[src/rtl/sgpio_pkg.sv]
// Shared SGPIO definitions: per-drive field layout, vendor field width and FSM states.
package sgpio_pkg;

  localparam int SGPIO_BITS_PER_DRV = 3;
  localparam int SGPIO_ACT          = 0;
  localparam int SGPIO_LOC          = 1;
  localparam int SGPIO_FAIL         = 2;
  localparam int SGPIO_VENDOR_BITS  = 4;

  typedef enum logic {
    ST_IDLE  = 1'b0,
    ST_SHIFT = 1'b1
  } sgpio_state_e;

endpackage

[src/rtl/sgpio_clkgen.sv]
// SCLK generator: divider plus phase toggle, with single-cycle strobes on the
// SYSCLK edges that take SCLK high (rise_stb) and low (fall_stb).
module sgpio_clkgen #(
  parameter int CLK_DIV = 250
) (
  input  logic clk,
  input  logic rst,
  input  logic run,
  output logic sclk,
  output logic rise_stb,
  output logic fall_stb
);

  localparam int DW = $clog2(CLK_DIV);
  localparam logic [DW-1:0] TC = DW'(CLK_DIV - 1);

  logic [DW-1:0] div_q, div_d;
  logic          phase_q, phase_d;
  logic          tc;

  assign tc       = run && (div_q == TC);
  assign rise_stb = tc && !phase_q;
  assign fall_stb = tc && phase_q;
  assign sclk     = phase_q;

  // Held at zero while stopped so every frame starts with a full low phase.
  always_comb begin
    div_d   = div_q;
    phase_d = phase_q;
    if (!run) begin
      div_d   = '0;
      phase_d = 1'b0;
    end else if (tc) begin
      div_d   = '0;
      phase_d = ~phase_q;
    end else begin
      div_d = div_q + 1'b1;
    end
  end

  always_ff @(posedge clk or posedge rst) begin
    if (rst) begin
      div_q   <= '0;
      phase_q <= 1'b0;
    end else begin
      div_q   <= div_d;
      phase_q <= phase_d;
    end
  end

endmodule

[src/rtl/sgpio_initiator.sv]
// SGPIO initiator: serialises ACT/LOC/FAIL per drive onto SDOUT with SLOAD
// framing and vendor bits, and captures the returning SDIN frame.
module sgpio_initiator
  import sgpio_pkg::*;
#(
  parameter int NUM_DRV = 36,
  parameter int CLK_DIV = 250
) (
  input  logic                                 SYSCLK,
  input  logic                                 RESET,
  input  logic                                 ENABLE,
  input  logic [NUM_DRV-1:0]                   ACT,
  input  logic [NUM_DRV-1:0]                   LOC,
  input  logic [NUM_DRV-1:0]                   FAIL,
  input  logic [SGPIO_VENDOR_BITS-1:0]         VENDOR,
  input  logic                                 SDIN,
  output logic                                 SCLK,
  output logic                                 SLOAD,
  output logic                                 SDOUT,
  output logic [SGPIO_BITS_PER_DRV*NUM_DRV-1:0] SDIN_REG,
  output logic                                 FRAME_DONE,
  output logic                                 BUSY
);

  localparam int FB = SGPIO_BITS_PER_DRV * NUM_DRV;
  localparam int CW = $clog2(FB);
  localparam int VW = $clog2(SGPIO_VENDOR_BITS);
  localparam logic [CW-1:0] LAST = CW'(FB - 1);

  sgpio_state_e                 state_q, state_d;
  logic [CW-1:0]                bit_q, bit_d, bit_nx;
  logic [FB-1:0]                frame_q, frame_d, live_frame;
  logic [SGPIO_VENDOR_BITS-1:0] vendor_q, vendor_d;
  logic [FB-1:0]                rx_q, rx_d;
  logic [FB-1:0]                sdin_reg_q, sdin_reg_d;
  logic                         sload_q, sload_d;
  logic                         sdout_q, sdout_d;
  logic                         busy_q, busy_d;
  logic                         done_q, done_d;
  logic                         rise_stb, fall_stb, sclk;

  // Flatten the per-drive inputs into frame bit order.
  for (genvar gi = 0; gi < NUM_DRV; gi++) begin : g_frame
    assign live_frame[SGPIO_BITS_PER_DRV*gi + SGPIO_ACT]  = ACT[gi];
    assign live_frame[SGPIO_BITS_PER_DRV*gi + SGPIO_LOC]  = LOC[gi];
    assign live_frame[SGPIO_BITS_PER_DRV*gi + SGPIO_FAIL] = FAIL[gi];
  end

  sgpio_clkgen #(.CLK_DIV(CLK_DIV)) u_clkgen (
    .clk      (SYSCLK),
    .rst      (RESET),
    .run      (state_q == ST_SHIFT),
    .sclk     (sclk),
    .rise_stb (rise_stb),
    .fall_stb (fall_stb)
  );

  function automatic logic sload_bit(input logic [CW-1:0] b,
                                     input logic [SGPIO_VENDOR_BITS-1:0] v);
    logic [CW-1:0] vi;
    vi = b - 1'b1;
    if (b == '0)
      return 1'b1;
    else if (b <= CW'(SGPIO_VENDOR_BITS))
      return v[vi[VW-1:0]];
    else
      return 1'b0;
  endfunction

  assign bit_nx = bit_q + 1'b1;

  always_comb begin
    state_d    = state_q;
    bit_d      = bit_q;
    frame_d    = frame_q;
    vendor_d   = vendor_q;
    rx_d       = rx_q;
    sdin_reg_d = sdin_reg_q;
    sload_d    = sload_q;
    sdout_d    = sdout_q;
    busy_d     = busy_q;
    done_d     = 1'b0;

    case (state_q)
      ST_IDLE: begin
        sload_d = 1'b0;
        sdout_d = 1'b0;
        busy_d  = 1'b0;
        if (ENABLE) begin
          state_d  = ST_SHIFT;
          frame_d  = live_frame;
          vendor_d = VENDOR;
          bit_d    = '0;
          busy_d   = 1'b1;
          sload_d  = 1'b1;
          sdout_d  = live_frame[0];
        end
      end
      ST_SHIFT: begin
        if (rise_stb)
          rx_d[bit_q] = SDIN;
        if (fall_stb) begin
          if (bit_q == LAST) begin
            done_d     = 1'b1;
            sdin_reg_d = rx_q;
            bit_d      = '0;
            // A new snapshot on the boundary edge keeps frames gapless.
            if (ENABLE) begin
              frame_d  = live_frame;
              vendor_d = VENDOR;
              sload_d  = 1'b1;
              sdout_d  = live_frame[0];
            end else begin
              state_d = ST_IDLE;
              busy_d  = 1'b0;
              sload_d = 1'b0;
              sdout_d = 1'b0;
            end
          end else begin
            bit_d   = bit_nx;
            sdout_d = frame_q[bit_nx];
            sload_d = sload_bit(bit_nx, vendor_q);
          end
        end
      end
    endcase
  end

  always_ff @(posedge SYSCLK or posedge RESET) begin
    if (RESET) begin
      state_q    <= ST_IDLE;
      bit_q      <= '0;
      frame_q    <= '0;
      vendor_q   <= '0;
      rx_q       <= '0;
      sdin_reg_q <= '0;
      sload_q    <= 1'b0;
      sdout_q    <= 1'b0;
      busy_q     <= 1'b0;
      done_q     <= 1'b0;
    end else begin
      state_q    <= state_d;
      bit_q      <= bit_d;
      frame_q    <= frame_d;
      vendor_q   <= vendor_d;
      rx_q       <= rx_d;
      sdin_reg_q <= sdin_reg_d;
      sload_q    <= sload_d;
      sdout_q    <= sdout_d;
      busy_q     <= busy_d;
      done_q     <= done_d;
    end
  end

  assign SCLK       = sclk;
  assign SLOAD      = sload_q;
  assign SDOUT      = sdout_q;
  assign SDIN_REG   = sdin_reg_q;
  assign FRAME_DONE = done_q;
  assign BUSY       = busy_q;

endmodule
[config.mk]
export PLATFORM = sky130hd
export DESIGN_NAME = sgpio_initiator
export DESIGN_NICKNAME = d
export VERILOG_FILES = /design/src/rtl/sgpio_pkg.sv /design/src/rtl/sgpio_clkgen.sv /design/src/rtl/sgpio_initiator.sv
export SDC_FILE = /design/constraint.sdc
export NUM_CORES = 1
export LEC_CHECK = 0
export CORE_MARGIN = 5
export CORE_UTILIZATION = 54
export CTS_CLUSTER_SIZE = 14
export DETAILED_ROUTE_END_ITERATION = 10
export HOLD_SLACK_MARGIN = 0.12
export PLACE_DENSITY = 0.8
export SLEW_MARGIN = 0
export SYNTH_ARGS = -nofsm -noshare
export SYNTH_HDL_FRONTEND = slang
export SYNTH_SLANG_ARGS = --single-unit
export TNS_END_PERCENT = 30
[constraint.sdc]
create_clock -name SYSCLK -period 17.65 [get_ports SYSCLK]
set_input_delay 5.295 -clock SYSCLK [delete_from_list [all_inputs] [get_ports SYSCLK]]
set_output_delay 5.295 -clock SYSCLK [all_outputs]
set_load 0.05 [all_outputs]
Word level (Yosys, flattened, before mapping) --
Cells that the tools add are included.
Cells by class: add/sub/neg operators 3, $mul 0, div/mod/pow operators 0, magnitude comparators 5, eq/ne operators 7, shift operators 0, muxes and demuxes 43, bitwise logic cells 2, reduce and logical (&&, ||, !) cells 11
Operators by type and width (number):
- $mux W108 | 3
- $pmux W108 S2 | 1
- $bwmux W108 | 1
- $mux W1 | 21
- $mux W7 | 3
- $lt A7 B8 Y1 const B | 2
- $mux W8 | 2
- $pmux W7 S2 | 1
- $mux W4 | 3
- $add A8 B1 Y8 const B | 1
- $eq A8 B8 Y1 const B | 1
- $pmux W1 S2 | 4
- $pmux W4 S2 | 1
- $add A7 B1 Y7 const B | 1
- $bmux W1 S7 | 1
- $demux W1 S7 | 1
- $eq A7 B7 Y1 const B | 1
- $ge A7 B1 Y1 const B | 1
- $le A7 B3 Y1 const B | 1
- $logic_not A7 Y1 | 1
- $ne A2 B1 Y1 const B | 3
- $reduce_and A2 Y1 | 3
- $reduce_and A3 Y1 | 2
- $logic_and A1 B1 Y1 | 4
- 6 further kinds | 8
Word-level totals: flip-flop bits (word level) 349, latch bits 0, bits in writable memories 0, bits in read-only memories 0, output and inout port bits 113, memories kept 0

Logic depth before layout (Yosys ltp) --
Gate-level depths: netlist of the first run.
depth in word-level cells 9, mapped depth 11

Hierarchy --
A second synthesis of the first run with hierarchy kept.
Unflattened totals: cell total of the unflattened synthesis 1328, area total of the unflattened synthesis 15078.2 µm²
By module, submodules not included:
- sgpio_initiator | times used 1, cells an instance 1278, area an instance 14606.5 µm²
- sgpio_clkgen | times used 1, cells an instance 50, area an instance 471.7 µm²

Worst setup path after synthesis of the first run --
Ideal clock, no wire load.
path kind input -> register, start input ENABLE, end register frame_q[10], setup time 128 ps, data arrival time 6144 ps, required time 17522 ps, setup slack 11379 ps, stages on the path 4, path buffers 2, cell sequence o21ai_1 > buf_2 > buf_4 > mux2_1
Between the ends: longest elaborated chain between the ends 4
RTL lines:
- start: declaration | RTL line sgpio_initiator.sv:11 | input logic ENABLE,
- $mux W108 (*)
- $mux W108 (2 in series)
- $pmux W108 S2 (*)
- end signal: assignment | RTL line sgpio_initiator.sv:144 | frame_q <= frame_d;
- end: declaration | RTL line sgpio_initiator.sv:32 | logic [FB-1:0] frame_q, frame_d, live_frame;
Mark *: on every way between the ends. The rest lies on a longest branch, timed or not. The select of a mux whose other input is x is not followed. A chain may end at the register's enable or synchronous reset.

Final worst setup path of the first run --
start input ENABLE, end register frame_q[41]
Same word-level chain as after synthesis.

==> results.sh, run 1 <==
export IMPL_finalCriticalPeriod_ns=7.27
export IMPL_hpwlAfterDp_microns=22700
export IMPL_filler_cell_count=1958
export IMPL_switching_share_pct=22.6
export IMPL_synthCells=1288
export IMPL_route_antenna_remaining_nets=0
export IMPL_ff2ff_path_depth=10
export IMPL_chipHeight_microns=176
export IMPL_min_to="SDIN_REG[71]"
export IMPL_yosys_register_bits=349
export IMPL_setup_fix_bufs_post_cts=0
export IMPL_finalMaxSlewViolations=0
export IMPL_detail_route_wirelength_microns=34500
export IMPL_grt_met2_usage_pct=37.2
export IMPL_met3_usage_pct=4.26
export IMPL_grt_first_pass_wirelength_microns=56200
export IMPL_wl_per_cell_microns=18.3
export IMPL_depth_of_the_worst_hold_timing_path=2
export IMPL_yosysSeqAreaShare_pct=58.6
export IMPL_synth_cells_most_frequent="440 x sky130_fd_sc_hd__nand2_1, 349 x sky130_fd_sc_hd__dfrtp_1, 213 x sky130_fd_sc_hd__mux2_1"
export IMPL_grt_overflow_total=0
export IMPL_cell_with_the_most_instances_after_synthesis="sky130_fd_sc_hd__nand2_1"
export IMPL_timing_setup_tns_ns=0
export IMPL_path_class="input pin to flop"
export IMPL_total_switching_power_uw=409
export IMPL_max_slew_margin_rel_pct=15.5
export IMPL_timing_hold_worst_class="flop to flop"
export IMPL_reg2reg_to="frame_q[41]"
export IMPL_port_buffer_count=228
export IMPL_clk_pin_slew_worst_paths_ns=0.06
export IMPL_hold_start="rx_q[71]"
export IMPL_drtIter0Drc=824
export IMPL_core_sq_um=27100
export IMPL_yosys_cell_types_count=46
export IMPL_worstPathArrival_ns=7.64
export IMPL_dominantRegCellSynth="sky130_fd_sc_hd__dfrtp_1"
export IMPL_grt_start_max_net_pins=147
export IMPL_final_period_utilization_pct=41.2
export IMPL_globalRouteMet1Util_pct=31.2
export IMPL_crit_path_max_fanout=66
export IMPL_yosysWarnings=0
export IMPL_detailedRoute_firstPassIterationCount=5
export IMPL_ys_async_sr_fraction_pct=100
export IMPL_fp_dieArea_sq_um=31000
export IMPL_postLayoutCoreUtil_pct=68.9
export IMPL_routed_via_count=10207
export IMPL_top_usage_layer="met2"
export IMPL_status="finished, final reports clean"
export IMPL_chipWidth_microns=176
export IMPL_synth_top_cell_area_share_pct=58.6
export IMPL_leakage_nw=8.70
export IMPL_syn_cell_area_sq_um=14900
export IMPL_floorplan_initialDensity_pct=55.0
export IMPL_worst_ep_required_time_ns=18.03
export IMPL_synth_top_cells_by_area="sky130_fd_sc_hd__dfrtp_1 59%, sky130_fd_sc_hd__mux2_1 16%, sky130_fd_sc_hd__nand2_1 11%"
export IMPL_max_slew_worst_pin_slew_ns=1.26
export IMPL_viasPerCell=5.41
export IMPL_hold_buffers=0
export IMPL_setup_worst_path_start_class="input pin"
export IMPL_htree_levels=2
export IMPL_vdd_ir_max_v=0.0000617
export IMPL_combPwrFrac_pct=8.6
export IMPL_route_detailed_drc=0
export IMPL_finalSetupViolations=0
export IMPL_grtUsageTotal_pct=22.4
export IMPL_clk_insertion_delay_late_ns=0.52
export IMPL_final_hold_viol_count=0
export IMPL_internal_power_mw=1.40
export IMPL_synth_enable_flop_cells=0
export IMPL_worst_setup_slack_for_register_to_register_paths_ns=14.07
export IMPL_final_nets=1611
export IMPL_worstSetupEndpointType="flop"
export IMPL_clock_skew_final_ns=0.0245
export IMPL_cts_sink_count=349
export IMPL_synth_largest_area_cell="sky130_fd_sc_hd__dfrtp_1"
export IMPL_seq_power_share_pct=48.3
export IMPL_synth_net_count=1407
export IMPL_rsz0062_at_grt="no"
export IMPL_place_gp_congestion=0.811
export IMPL_ctsRootBufferMaster="sky130_fd_sc_hd__clkbuf_16"
export IMPL_std_cell_rows=60
export IMPL_antenna_violations_before_repair=1
export IMPL_max_cap_viol_count=0
export IMPL_worst_r2r_startpoint="bit_q[0]"
export IMPL_layout_drive_gt1_share_pct=7.87
export IMPL_clk_path_buf_depth=3
export IMPL_cts_tree="built"
export IMPL_cellPowerDensity_nw_per_um2=96.8
export IMPL_synth_avg_cell_area_sq_um=11.6
export IMPL_post_cts_resized_instances=0
export IMPL_num_io_pins=229
export IMPL_area_delta_synth_final_pct=25.4
export IMPL_power_frac_clock_pct=43.0
export IMPL_tritoncts_num_buffers=37
export IMPL_timing_fmax_mhz=138
export IMPL_number_of_global_route_vias_before_repair=10576
export IMPL_diodes=0
-- worst max-delay path by stage --
stage | end | startpoint
5_1_grt | rx_q[99] | RESET
6_report | frame_q[41] | ENABLE
3_3_place_gp | frame_q[45] | ENABLE
2_1_floorplan | BUSY | RESET
3_5_place_dp | frame_q[54] | ENABLE
4_1_cts | frame_q[54] | ENABLE
-- area by class of cell --
class | instances | area [sq um] | share of cell area, %
flip-flops and latches | 349 | 8730 | 46.7
multi-input cells | 854 | 5830 | 31.2
inverters | 6 | 31.3 | 0.167
well taps | 372 | 465 | 2.49
repair buffers | 244 | 2400 | 12.8
clock buffers | 53 | 1110 | 5.93
clock inverters | 7 | 121 | 0.650
-- power by group through the flow --
stage,clock network [mW],registers [mW],logic [mW]
after floorplan,0,0.878,0.104
after global placement,0,0.884,0.154
after detailed placement,0,0.886,0.159
after CTS,0.793,0.873,0.160
after global routing,0.830,0.878,0.174
final,0.778,0.873,0.156
-- placed cells by master (no fill, tap or decap), drive strengths merged, types with 2 or more instances in the layout --
| cell | n |
|---|---|
| ha | 3 |
| nor4b | 2 |
| inv | 5 |
| or3 | 2 |
| mux4 | 28 |
| and4 | 2 |
| bufinv | 3 |
| nand4b | 3 |
| xnor2 | 5 |
| nor4 | 4 |
| and3 | 4 |
| xor2 | 8 |
| nand4 | 7 |
| clkbuf | 53 |
| nor3 | 9 |
| o21ai | 11 |
| nor2 | 51 |
| nand3 | 18 |
| clkdlybuf4s50 | 227 |
| o21a | 2 |
| a311oi | 2 |
| mux2i | 6 |
| clkinv | 5 |
| nand2 | 440 |
| buf | 17 |
| dfrtp | 349 |
| a21oi | 4 |
| nand2b | 6 |
| mux2 | 221 |
| and4b | 2 |
| o31ai | 2 |
| nor2b | 4 |
-- layer usage --
metal	vias to the layer above	wire, microns
met5	-	13
li1	4695	-
met4	2	590
met2	328	16900
met1	5135	14600
met3	47	2360
-- metrics by stage --
step           total power [mW]  setup slack (ns)  hold WS [ns]  cells  area [sq um]
2_1_floorplan             0.982              2.68         0.432   1288         14900
4_1_cts                    1.83             10.40         0.456   1885         18700
3_3_place_gp               1.04              9.91         0.443   1825         17500
6_report                   1.81             10.38         0.447   1885         18700
5_1_grt                    1.88             10.27         0.483   1885         18700
3_5_place_dp               1.05              9.87         0.448   1825         17500
-- logic make-up (layout without fill, tap and decap cells) --
family / Yosys count / in the layout / share of synthesized area (%)
fa+ha+maj: 3 / 3 / 0.252
buf+inv: 85 / 310 / 2.62
compound gates: 29 / 29 / 1.26
xor+xnor: 13 / 13 / 0.814
simple gates: 554 / 554 / 15.1
flops: 349 / 349 / 58.6
mux: 255 / 255 / 21.3
-- critical path, stage by stage --
cell and delay (ns):
sky130_fd_sc_hd__clkdlybuf4s50_1 0.51, sky130_fd_sc_hd__o21ai_4 0.10, sky130_fd_sc_hd__buf_4 0.53, sky130_fd_sc_hd__buf_4 0.76, sky130_fd_sc_hd__mux2_1 0.39
-- sequential cells by signal (all words and copies together), names as in the netlist --
register,flops
BUSY,1
FRAME_DONE,1
SDIN_REG,108
SDOUT,1
SLOAD,1
bit_q,7
frame_q,108
rx_q,108
state_q,1
u_clkgen.div_q,8
u_clkgen.sclk,1
vendor_q,4
Note: power is estimated with default switching activity, not from simulation.
==> run 2: changes to the inputs <==
==> constraint.sdc (replaced) <==
create_clock -name SYSCLK -period 7.3 [get_ports SYSCLK]
set_input_delay 2.19 -clock SYSCLK [delete_from_list [all_inputs] [get_ports SYSCLK]]
set_output_delay 2.19 -clock SYSCLK [all_outputs]
set_load 0.05 [all_outputs]
==> run 2 against run 1 <==
  * Setup slack got worse by 7.5 ns
  * Wire length up 1.6%
  * Final cell count up 0.16%
  * Sequential cell count unchanged
  * Critical path depth rose by 5
  * Sequential power up 140%
  * Non-clock buffer count shrank 1
  * Clock skew increased by 0.0017 ns
==> results.sh, run 2 (synthesis gave the netlist of run 1 again) <==
export IMPL_post_cts_resized_instances=0
export IMPL_switching_share_pct=22.6
export IMPL_vdd_ir_max_v=0.000156
export IMPL_chipHeight_microns=176
export IMPL_postLayoutCellArea_sq_um=18800
export IMPL_detailedRoute_firstPassIterationCount=5
export IMPL_finalSetupViolations=0
export IMPL_worst_r2r_startpoint="bit_q[1]"
export IMPL_num_io_pins=229
export IMPL_timing_hold_worst_class="flop to flop"
export IMPL_clk_path_buf_depth=3
export IMPL_seq_power_share_pct=47.5
export IMPL_worst_setup_slack_for_register_to_register_paths_ns=2.87
export IMPL_path_class="flop to flop"
export IMPL_worst_ep_required_time_ns=7.69
export IMPL_routed_via_count=10259
export IMPL_max_cap_viol_count=0
export IMPL_final_period_utilization_pct=60.6
export IMPL_timing_fmax_mhz=226
export IMPL_floorplan_initialDensity_pct=55.0
export IMPL_wl_per_cell_microns=18.6
export IMPL_grtUsageTotal_pct=23.1
export IMPL_max_slew_worst_pin_slew_ns=1.29
export IMPL_drtIter0Drc=906
export IMPL_timing_setup_tns_ns=0
export IMPL_postLayoutCoreUtil_pct=69.2
export IMPL_worstSetupEndpointType="flop"
export IMPL_hpwlAfterDp_microns=23000
export IMPL_chipWidth_microns=176
export IMPL_reg2reg_to="frame_q[102]"
export IMPL_clk_insertion_delay_late_ns=0.52
export IMPL_viasPerCell=5.43
export IMPL_number_of_global_route_vias_before_repair=10760
export IMPL_rsz0062_at_grt="no"
export IMPL_layout_drive_gt1_share_pct=8.31
export IMPL_finalMaxSlewViolations=0
export IMPL_grt_first_pass_wirelength_microns=57500
export IMPL_finalCriticalPeriod_ns=4.43
export IMPL_grt_overflow_total=0
export IMPL_port_buffer_count=228
export IMPL_power_frac_clock_pct=44.0
export IMPL_clk_pin_slew_worst_paths_ns=0.06
export IMPL_setup_fix_bufs_post_cts=0
export IMPL_core_sq_um=27100
export IMPL_hold_buffers=0
export IMPL_cts_tree="built"
export IMPL_route_detailed_drc=0
export IMPL_status="finished, final reports clean"
export IMPL_total_switching_power_mw=1.01
export IMPL_place_gp_congestion=0.814
export IMPL_htree_levels=2
export IMPL_area_delta_synth_final_pct=25.9
export IMPL_cellPowerDensity_nw_per_um2=237
export IMPL_fin_worst_hold_slack_ns=0.444
export IMPL_final_hold_viol_count=0
export IMPL_diodes=0
export IMPL_critical_path_startpoint="bit_q[1]"
export IMPL_final_nets=1609
export IMPL_route_antenna_remaining_nets=0
export IMPL_most_common_layout_cells="440 x sky130_fd_sc_hd__nand2_1, 348 x sky130_fd_sc_hd__dfrtp_1, 227 x sky130_fd_sc_hd__clkdlybuf4s50_1"
export IMPL_tritoncts_num_buffers=36
export IMPL_fin_total_pwr_mw=4.45
export IMPL_fp_dieArea_sq_um=31000
export IMPL_clock_skew_final_ns=0.0262
export IMPL_critical_path_endpoint="frame_q[102]"
export IMPL_place_area_sq_um=17500
export IMPL_max_slew_margin_rel_pct=13.3
export IMPL_ff2ff_path_depth=10
export IMPL_mostFrequentLayoutCell="sky130_fd_sc_hd__nand2_1"
export IMPL_std_cell_rows=60
export IMPL_detail_route_wirelength_microns=35100
export IMPL_grt_start_max_net_pins=168
export IMPL_worstPathArrival_ns=4.81
export IMPL_ctsRootBufferMaster="sky130_fd_sc_hd__clkbuf_16"
export IMPL_internal_power_mw=3.44
export IMPL_crit_path_max_fanout=110
export IMPL_setup_worst_path_start_class="flop"
export IMPL_cts_sink_count=349
export IMPL_antenna_violations_before_repair=0
export IMPL_combPwrFrac_pct=8.6
export IMPL_leakage_nw=8.74
## run 2: changes by cell type in the layout (fill, tap and decap cells not counted), sizes merged
cell / delta
buf: -1
clkbuf: -2
inv: -1
clkinv: +5
clkinvlp: +1
bufinv: +1
## run 2: metrics by stage
stage	instances	setup WS, ns
after floorplan	1288	0.438
after global placement	1824	2.67
after detailed placement	1824	2.60
after CTS	1888	2.83
after global routing	1888	2.58
final	1888	2.87
## run 2: power groups by stage
stage | clock network [mW] | logic, mW | registers [mW]
finish | 1.96 | 0.382 | 2.11
global route | 2.07 | 0.426 | 2.12
CTS | 1.99 | 0.390 | 2.11
detailed placement | 0 | 0.387 | 2.14
global placement | 0 | 0.376 | 2.13
floorplan | 0 | 0.251 | 2.12
## run 2: worst min path at each step
| stage | startpoint | endpoint | slack (ns) | cells after the start |
|---|---|---|---|---|
| floorplan | rx_q[102] | SDIN_REG[102] | 0.43 | 2 |
| global placement | rx_q[86] | SDIN_REG[86] | 0.44 | 2 |
| detailed placement | rx_q[46] | SDIN_REG[46] | 0.45 | 2 |
| CTS | rx_q[76] | SDIN_REG[76] | 0.45 | 2 |
| global route | rx_q[28] | SDIN_REG[28] | 0.48 | 2 |
| finish | rx_q[76] | SDIN_REG[76] | 0.44 | 2 |
## run 2: routing by layer
| metal | up-vias | routed length (microns) | GRT usage [%] |
|---|---|---|---|
| met5 | - | 0 | 0 |
| met4 | 0 | 894 | 6.69 |
| met3 | 64 | 2460 | 4.93 |
| met2 | 351 | 17100 | 38.3 |
| met1 | 5138 | 14600 | 31.0 |
| li1 | 4706 | - | - |
## run 2: final cells by class
class                   instances  area, sq um
flip-flops and latches        349         8730
multi-input cells             854         5830
repair buffers                243         2410
well taps                     372          465
inverters                       6         27.5
clock buffers                  51         1120
fillers                      1955         8330
clock inverters                13          176
## run 2: critical path: stages, from the launching register on
cell and delay, ns:
sky130_fd_sc_hd__dfrtp_1 0.54, sky130_fd_sc_hd__ha_1 0.39, sky130_fd_sc_hd__nand2b_1 0.19, sky130_fd_sc_hd__nor2_1 0.09, sky130_fd_sc_hd__nand3_4 0.08, sky130_fd_sc_hd__buf_4 0.83
sky130_fd_sc_hd__clkinv_2 0.21, sky130_fd_sc_hd__o21ai_4 0.18, sky130_fd_sc_hd__buf_4 0.58, sky130_fd_sc_hd__buf_4 0.73, sky130_fd_sc_hd__mux2_1 0.40
